$ cat src/rtl/life_pkg.sv
// Shared types and constants for the Game-of-Life board engine.
package life_pkg;

  // Run/step control states.
  typedef enum logic [1:0] {
    IDLE = 2'd0,
    RUN  = 2'd1,
    HALT = 2'd2
  } state_t;

  // Width of a neighbour count (0..8).
  localparam int NBR_W = 4;

  // Classic Conway rule: born on 3, survive on 2 or 3.
  localparam logic [8:0] BIRTH_B3    = 9'b000001000;
  localparam logic [8:0] SURVIVE_S23 = 9'b000001100;

endpackage

$ cat src/rtl/life_cell.sv
// One board cell: counts its eight neighbours and applies the birth/survive
// masks to produce the cell's value in the next generation.
module life_cell
  import life_pkg::*;
(
  input  logic [7:0] nbrs,
  input  logic       cur,
  input  logic [8:0] birth_mask,
  input  logic [8:0] survive_mask,
  output logic       nxt
);

  logic [NBR_W-1:0] cnt;

  // Population count of the neighbour bits, then rule lookup by count.
  always_comb begin
    cnt = '0;
    for (int i = 0; i < 8; i++) begin
      cnt = cnt + NBR_W'(nbrs[i]);
    end
    nxt = cur ? survive_mask[cnt] : birth_mask[cnt];
  end

endmodule

$ cat src/rtl/life_grid.sv
// Parametrised Game-of-Life board: ROWS x COLS cells, run/step control FSM,
// generation counter, extinction and period-1/period-2 detection with
// optional auto-halt. Board state drives the LED driver directly.
module life_grid
  import life_pkg::*;
#(
  parameter int         ROWS         = 16,
  parameter int         COLS         = 16,
  parameter int         GEN_W        = 16,
  parameter logic [8:0] BIRTH_MASK   = BIRTH_B3,
  parameter logic [8:0] SURVIVE_MASK = SURVIVE_S23
) (
  input  logic                      clk,
  input  logic                      reset,
  input  logic                      load,
  input  logic [ROWS-1:0][COLS-1:0] initial_pixels,
  input  logic                      wrap,
  input  logic                      run,
  input  logic                      step,
  input  logic                      tick,
  input  logic                      auto_halt,
  output logic [ROWS-1:0][COLS-1:0] pixels,
  output logic [GEN_W-1:0]          gen_count,
  output logic                      extinct,
  output logic                      stable,
  output logic                      osc2,
  output logic                      running,
  output state_t                    state_dbg
);

  logic [ROWS-1:0][COLS-1:0] next_board;
  logic [ROWS-1:0][COLS-1:0] prev;
  state_t                    state_q;
  state_t                    state_d;
  logic                      adv;
  logic                      halt_hit;

  // Cell array. Neighbour indices wrap around the board; on the border the
  // off-board neighbours are masked to 0 unless toroidal mode is selected.
  for (genvar r = 0; r < ROWS; r++) begin : g_row
    for (genvar c = 0; c < COLS; c++) begin : g_col
      localparam int RU = (r == 0)        ? ROWS - 1 : r - 1;
      localparam int RD = (r == ROWS - 1) ? 0        : r + 1;
      localparam int CL = (c == 0)        ? COLS - 1 : c - 1;
      localparam int CR = (c == COLS - 1) ? 0        : c + 1;

      logic       ok_u;
      logic       ok_d;
      logic       ok_l;
      logic       ok_r;
      logic [7:0] nbrs;

      assign ok_u = wrap || (r != 0);
      assign ok_d = wrap || (r != ROWS - 1);
      assign ok_l = wrap || (c != 0);
      assign ok_r = wrap || (c != COLS - 1);

      assign nbrs = {ok_u & ok_l & pixels[RU][CL],
                     ok_u        & pixels[RU][c],
                     ok_u & ok_r & pixels[RU][CR],
                     ok_l        & pixels[r][CL],
                     ok_r        & pixels[r][CR],
                     ok_d & ok_l & pixels[RD][CL],
                     ok_d        & pixels[RD][c],
                     ok_d & ok_r & pixels[RD][CR]};

      life_cell u_cell (
        .nbrs         (nbrs),
        .cur          (pixels[r][c]),
        .birth_mask   (BIRTH_MASK),
        .survive_mask (SURVIVE_MASK),
        .nxt          (next_board[r][c])
      );
    end
  end

  // Advance qualification and the conditions the coming advance will flag.
  always_comb begin
    adv      = !load && (((state_q == RUN) && tick) || ((state_q == IDLE) && step));
    halt_hit = (next_board == '0) ||
               (next_board == pixels) ||
               ((next_board == prev) && (gen_count != '0));
  end

  // FSM state register.
  always_ff @(posedge clk) begin
    if (!reset) begin
      state_q <= IDLE;
    end else begin
      state_q <= state_d;
    end
  end

  // FSM next-state logic; load returns to IDLE from any state.
  always_comb begin
    state_d = state_q;
    if (load) begin
      state_d = IDLE;
    end else begin
      case (state_q)
        IDLE: if (run) state_d = RUN;
        RUN: begin
          if (!run) begin
            state_d = IDLE;
          end else if (auto_halt && adv && halt_hit) begin
            state_d = HALT;
          end
        end
        HALT: if (!run) state_d = IDLE;
        default: state_d = IDLE;
      endcase
    end
  end

  // Board, history, generation counter and steady-state flags.
  always_ff @(posedge clk) begin
    if (!reset) begin
      pixels    <= '0;
      prev      <= '0;
      gen_count <= '0;
      stable    <= 1'b0;
      osc2      <= 1'b0;
    end else if (load) begin
      pixels    <= initial_pixels;
      prev      <= '0;
      gen_count <= '0;
      stable    <= 1'b0;
      osc2      <= 1'b0;
    end else if (adv) begin
      prev      <= pixels;
      pixels    <= next_board;
      if (gen_count != {GEN_W{1'b1}}) begin
        gen_count <= gen_count + GEN_W'(1);
      end
      stable    <= (next_board == pixels);
      osc2      <= (next_board == prev) && (gen_count != '0);
    end
  end

  // Status outputs derived from registered state.
  always_comb begin
    extinct   = (pixels == '0);
    running   = (state_q == RUN);
    state_dbg = state_q;
  end

endmodule

$ cat config.mk
export PLATFORM = sky130hd
export DESIGN_NAME = life_grid
export DESIGN_NICKNAME = d
export VERILOG_FILES = /design/src/rtl/life_pkg.sv /design/src/rtl/life_cell.sv /design/src/rtl/life_grid.sv
export SDC_FILE = /design/constraint.sdc
export NUM_CORES = 2
export LEC_CHECK = 0
export CORE_MARGIN = 1.5
export CORE_UTILIZATION = 55
export DETAILED_ROUTE_END_ITERATION = 7
export PLACE_DENSITY = 0.84
export SETUP_SLACK_MARGIN = 0.4
export SLEW_MARGIN = 40
export SYNTH_ARGS = -nofsm -noshare
export SYNTH_HDL_FRONTEND = slang
export SYNTH_HIERARCHICAL = 1
export SYNTH_SLANG_ARGS = --single-unit
$ cat constraint.sdc
create_clock -name clk -period 18.8 [get_ports clk]
set_input_delay 3.76 -clock clk [delete_from_list [all_inputs] [get_ports clk]]
set_output_delay 3.76 -clock clk [all_outputs]
set_load 0.05 [all_outputs]
# Word level (Yosys, flattened, before mapping)
# Memory sizes are Yosys's and may differ from the RTL's.
# Index checks and enable logic that the tools add are counted.
dict set report op_classes {
  n_addsub 1793
  order_cmp 256
  n_eq_ne 8
  n_mux 775
  bitwise 61
  reduce_logical 18
}
# op n
set op_table {}
lappend op_table {{$add 4x1->4} 1536}
lappend op_table {{$lt 4x5->1 const B} 256}
lappend op_table {{$mux 1} 768}
lappend op_table {{$add 1x1->2} 256}
lappend op_table {{$eq 256x256->1} 2}
lappend op_table {{$logic_not 256->1} 2}
lappend op_table {{$mux 256} 2}
lappend op_table {{$and 1x1->1} 60}
lappend op_table {{$add 16x1->16 const B} 1}
lappend op_table {{$ne 16x16->1 const B} 1}
lappend op_table {{$reduce_bool 16->1} 1}
lappend op_table {{$mux 2} 4}
lappend op_table {{$logic_and 1x1->1} 6}
lappend op_table {{$pmux 2 s3} 1}
lappend op_table {{$ne 2x2->1 const B} 2}
lappend op_table {{$logic_or 1x1->1} 3}
lappend op_table {{$ne 3x2->1 const B} 1}
lappend op_table {{$reduce_and 3->1} 1}
lappend op_table {{$eq 2x1->1 const B} 1}
lappend op_table {{$eq 2x2->1 const B} 1}
lappend op_table {{$logic_not 2->1} 1}
lappend op_table {{$reduce_and 2->1} 1}
lappend op_table {{$reduce_bool 2->1} 1}
lappend op_table {{$reduce_or 2->1} 1}
lappend op_table {{2 further kinds} 2}
dict set report totals {
  reg_bits 532
  rom_bits 8192
  input_bits 264
  out_inout_bits 278
  memories 512
}
# memory depth width read_ports rd_clocked_by_memory_dff wr line
set memory_table {}
lappend memory_table {{(no name shown)} 16 1 1 0 0 life_cell.sv:21} ;# nxt = cur ? survive_mask[cnt] : birth_mask[cnt];
lappend memory_table {{(no name shown)} 16 1 1 0 0 life_cell.sv:21}
lappend memory_table {{(no name shown)} 16 1 1 0 0 life_cell.sv:21}
lappend memory_table {{(no name shown)} 16 1 1 0 0 life_cell.sv:21}
lappend memory_table {{(no name shown)} 16 1 1 0 0 life_cell.sv:21}
lappend memory_table {{(no name shown)} 16 1 1 0 0 life_cell.sv:21}
lappend memory_table {{506 more memories} - - - - - -}

# Longest topological paths before layout
dict set report logic_depth {
  ltp_word 18
  depth_mapped 18
  ltp_nobuf 17
}

# By module
# The synthesis kept the hierarchy.
# module instances cells_per_inst area_per_inst_um2 seq_area_each_um2
set modules_own_cells {}
lappend modules_own_cells {{life_cell at g_row[0].g_col[0].u_cell ...} 160 22 314.1 0.0}
lappend modules_own_cells {{life_cell at g_row[12].g_col[8].u_cell ...} 96 24 319.1 0.0}
lappend modules_own_cells {life_grid 1 3687 29537.1 10650.2}

# Worst setup path after synthesis
# Ideal clock, no wire load.
dict set report synth_path {
  kind {input port to flip-flop}
  from {input port wrap}
  to {register state_q[1], in the netlist state_dbg[1]}
  arrival_time_ns 8.582
  setup_slack_ns 10.123
  path_stages 16
  cell_sequence {clkbuf_1 -> and2_1 -> fa_1 -> fa_1 -> inv_1 -> fa_1 -> clkbuf_2 -> mux4_1 -> mux4_2 -> mux2_4 -> xor2_1 -> nor4_1 -> nand4_1 -> or4_1 -> nand4bb_1 -> a221oi_1}
}
# element line
set synth_rtl {}
lappend synth_rtl {{from (decl)} life_grid.sv:17} ;# input logic wrap,
lappend synth_rtl {{to (signal assigned)} life_grid.sv:90} ;# state_q <= state_d;
lappend synth_rtl {{to (decl)} life_grid.sv:33} ;# state_t state_q;

==> key figures <==
STA
  – Fin crit share: 0.510
  – Minimum clock period after layout: 9.59 ns
  – Hold_ws: 0.453 ns
  – Worst Tran Pin Value: between 1 and 1.5 ns
  – Setup violators final: 0
  – RSZ-0062 raised after global routing: false
  – Fin. Hold Viols: 0
  – Rel. slew slack: 0.317
  – Fmax: 104 MHz
  – Pins Over Slew Limit: 0
  – Setup TNS: 0 ns
  – Skew final: 0.0457 ns

Final layout
  – Multi-input gate area: 0.111 mm^2
  – Nets: 16,657
  – Register area: 0.0107 mm^2
  – Synth-to-Final Area Change: 25.9%
  – Fill cell count: 14,202
  – Fraction of layout cells with a size suffix above 1: 0.0640

Logic synthesis
  – Most used DFF post-synth: dfxtp_1
  – Mapped Cells: 9,511
  – Synth warn: 6
  – Cell taking the most area after synthesis: mux4_1
  – Area contributors post-synth: mux4_1 24%, fa_1 19%, dfxtp_1 9.6%, ha_1 8.7%, xor2_1 5.4%
  – Post-Syn Area: ~0.11 mm^2
  – Top-count cell post-synth: inv_1
  – Top-area cell type share of the netlist area: 0.244
  – Count of different cell masters after synthesis: 49
  – Seq/Total Area, Yosys: 0.0965
  – Synth top cells by count: 1,053 x inv_1, 1,024 x fa_1, 1,024 x mux4_1
  – Syn_area_per_cell: 11.6 um^2
  – Number of enable flip-flop cells after synthesis: 0
  – #FFs+latches synth: 532
  – Synth async-reset ratio: 0

Critical path
  – Cell count of the worst reg-to-reg path: 17
  – Slowest CP cell: buf_4
  – Startpoint types: input port
  – RR Endpoint: state_dbg[1]
  – Beginning of the critical path: wrap
  – Critical Path RT: roughly 19 ns
  – WP buf/inv: 4
  – Crit path DAT: 10.21 ns
  – R2r setup slk: 11.93 ns
  – R2R Path Start: pixels[77]
  – Most used cell, CP: fa_1
  – Critical Path Stages: 18
  – CP cell instances: buf_2, buf_4, and2_1, fa_1, fa_1, inv_1, fa_1, inv_1, fa_1, mux4_1, mux4_2, mux2_4, xor2_1, nor4_1, nand4_1, or4_1, nand4bb_1, a221oi_1
  – Delay of the slowest critical-path stage: 0.62 ns
  – Crit-path leading delay family: simple AND/OR/NAND/NOR gates
  – Crit. End Element: register
  – Worst Path Class, Setup: input port to register
  – CP max FO: 60

Global route
  – GRT Util Overall: 0.401
  – First-pass GRT wire length: approximately 600,000 um
  – Initial antenna violation count: 42
  – Largest net degree at the start of global routing: between 100 and 150
  – Vias in the first global route: between 90,000 and 100k
  – Grt ovf: 0

Drt
  – DR iter-0 viols: 8,782
  – Drt wl/cell: 23.7 um
  – Via count: 96,373
  – Vias/cell: 5.56
  – Residual DRC: 0
  – Post-DRT Antenna Nets: 0
  – Drt pass-1 iters: 7
  – WL final: 410,000 um

Clock network
  – Hold_buf cts: 0
  – Clk buf depth: 3
  – Clock latency at the later pin of the worst-skew pair: ~0.74 ns
  – Clock root buffer: clkbuf_16
  – CTS tree: built
  – H-Tree Depth: 3
  – Reg clk slew, reported paths: 0.07 ns
  – Clk sinks: approximately 530
  – TritonCTS buffer count: roughly 70
  – Post-CTS Resized: 0
  – Setup Buffers After CTS: 0

Placed design
  – Final Wtd Congestion: ~1.1
  – Hpwl dp: 315,000 um
  – I/O Buffers: 541

Die
  – # rows: 164
  – Die X: 451 um
  – Core area: 0.200 mm^2
  – Initial core utilization: 0.553
  – Die Footprint: 0.203 mm^2
  – Ports: between 500 and 600
  – Die Y: 451 um

Flow run
  – Max-Cap Viols: 0

Outcome
  – Status: finished clean

Worst hold path
  – Hold Path End: prev[192]
  – Hold Crit Depth: 2
  – Hold_sp: prev[192]
  – Worst hold path class: register to register
## worst max path at each step
| stage | end | slack, ns |
|---|---|---|
| 3_3_place_gp | state_dbg[1] | 8.85 |
| 5_1_grt | state_dbg[1] | 9.12 |
| 4_1_cts | state_dbg[1] | 9.41 |
| 3_5_place_dp | state_dbg[1] | 8.67 |
| 2_1_floorplan | state_dbg[1] | 10.12 |
| 6_report | state_dbg[1] | 9.21 |
## layer usage
layer / global-route usage / vias up / wire [um]
met1: 0.461 / 47432 / 138000
li1: - / 41283 / -
met5: 0 / - / 213
met4: 0.360 / 30 / 46200
met2: 0.608 / 5564 / 177000
met3: 0.119 / 2064 / 48200
## sequential cells by signal (all words and copies together), names as in the netlist
register	flops
pixels	256
stable	1
state_dbg	2
gen_count	16
prev	256
osc2	1
## cells in the final DEF (no fill, tap or decap), types with 10 or more instances in the layout
master and n:
nor3_1 100, mux4_2 256, clkbuf_1 12, a21oi_1 269, diode_2 18, clkbuf_16 73, inv_1 1053, nor2_1 30
fa_1 1024, conb_1 4608, mux4_1 1024, clkinv_2 12, nor4_2 13, dfxtp_1 530, xnor2_1 69, o22ai_1 10
xor2_1 681, buf_4 274, mux2_4 256, nand4_1 81, mux2i_1 502, o21ai_0 513, and2_1 316, ha_1 770
clkdlybuf4s50_1 538, nor4_1 240, nor2b_1 257, nand2_1 871, nor4b_1 161, nand3_1 14
## cells by family after synthesis
family | synth area share
flops | 0.0965
buf+inv | 0.0551
compound gates | 0.0375
mux | 0.376
simple gates | 0.102
xor+xnor | 0.0600
other cells | 0.0000680
fa+ha+maj | 0.273
## per-stage QoR
step	cell area [um^2]	cells	utilization	setup slack (ns)
floorplan	128000	14117	-	10.12
global placement	136000	17178	0.684	8.85
detailed placement	137000	17178	0.684	8.67
CTS	139000	17299	0.696	9.41
global route	139000	17305	0.696	9.12
finish	139000	17320	0.697	9.21
## tightest hold or removal path: cells and delay by family (launching register included)
kind	cells	cell delay [ns]
flip-flops	1	0.31
AO/OA/AOI/OAI	1	0.05
AND/OR/NAND/NOR	1	0.05
## area by class of cell
class | instances | share of cell area
Multi-Input combinational cell | 12115 | 0.799
Sequential cell | 532 | 0.0766
Timing Repair Buffer | 825 | 0.0549
Inverter | 1053 | 0.0284
Tap cell | 2656 | 0.0239
Clock buffer | 93 | 0.0143
Clock inverter | 28 | 0.00243
Antenna cell | 18 | 0.000324
Power is left out: the tool's default activity adds up to more than one toggle a clock period on the data nets, which glitch-free logic cannot reach.
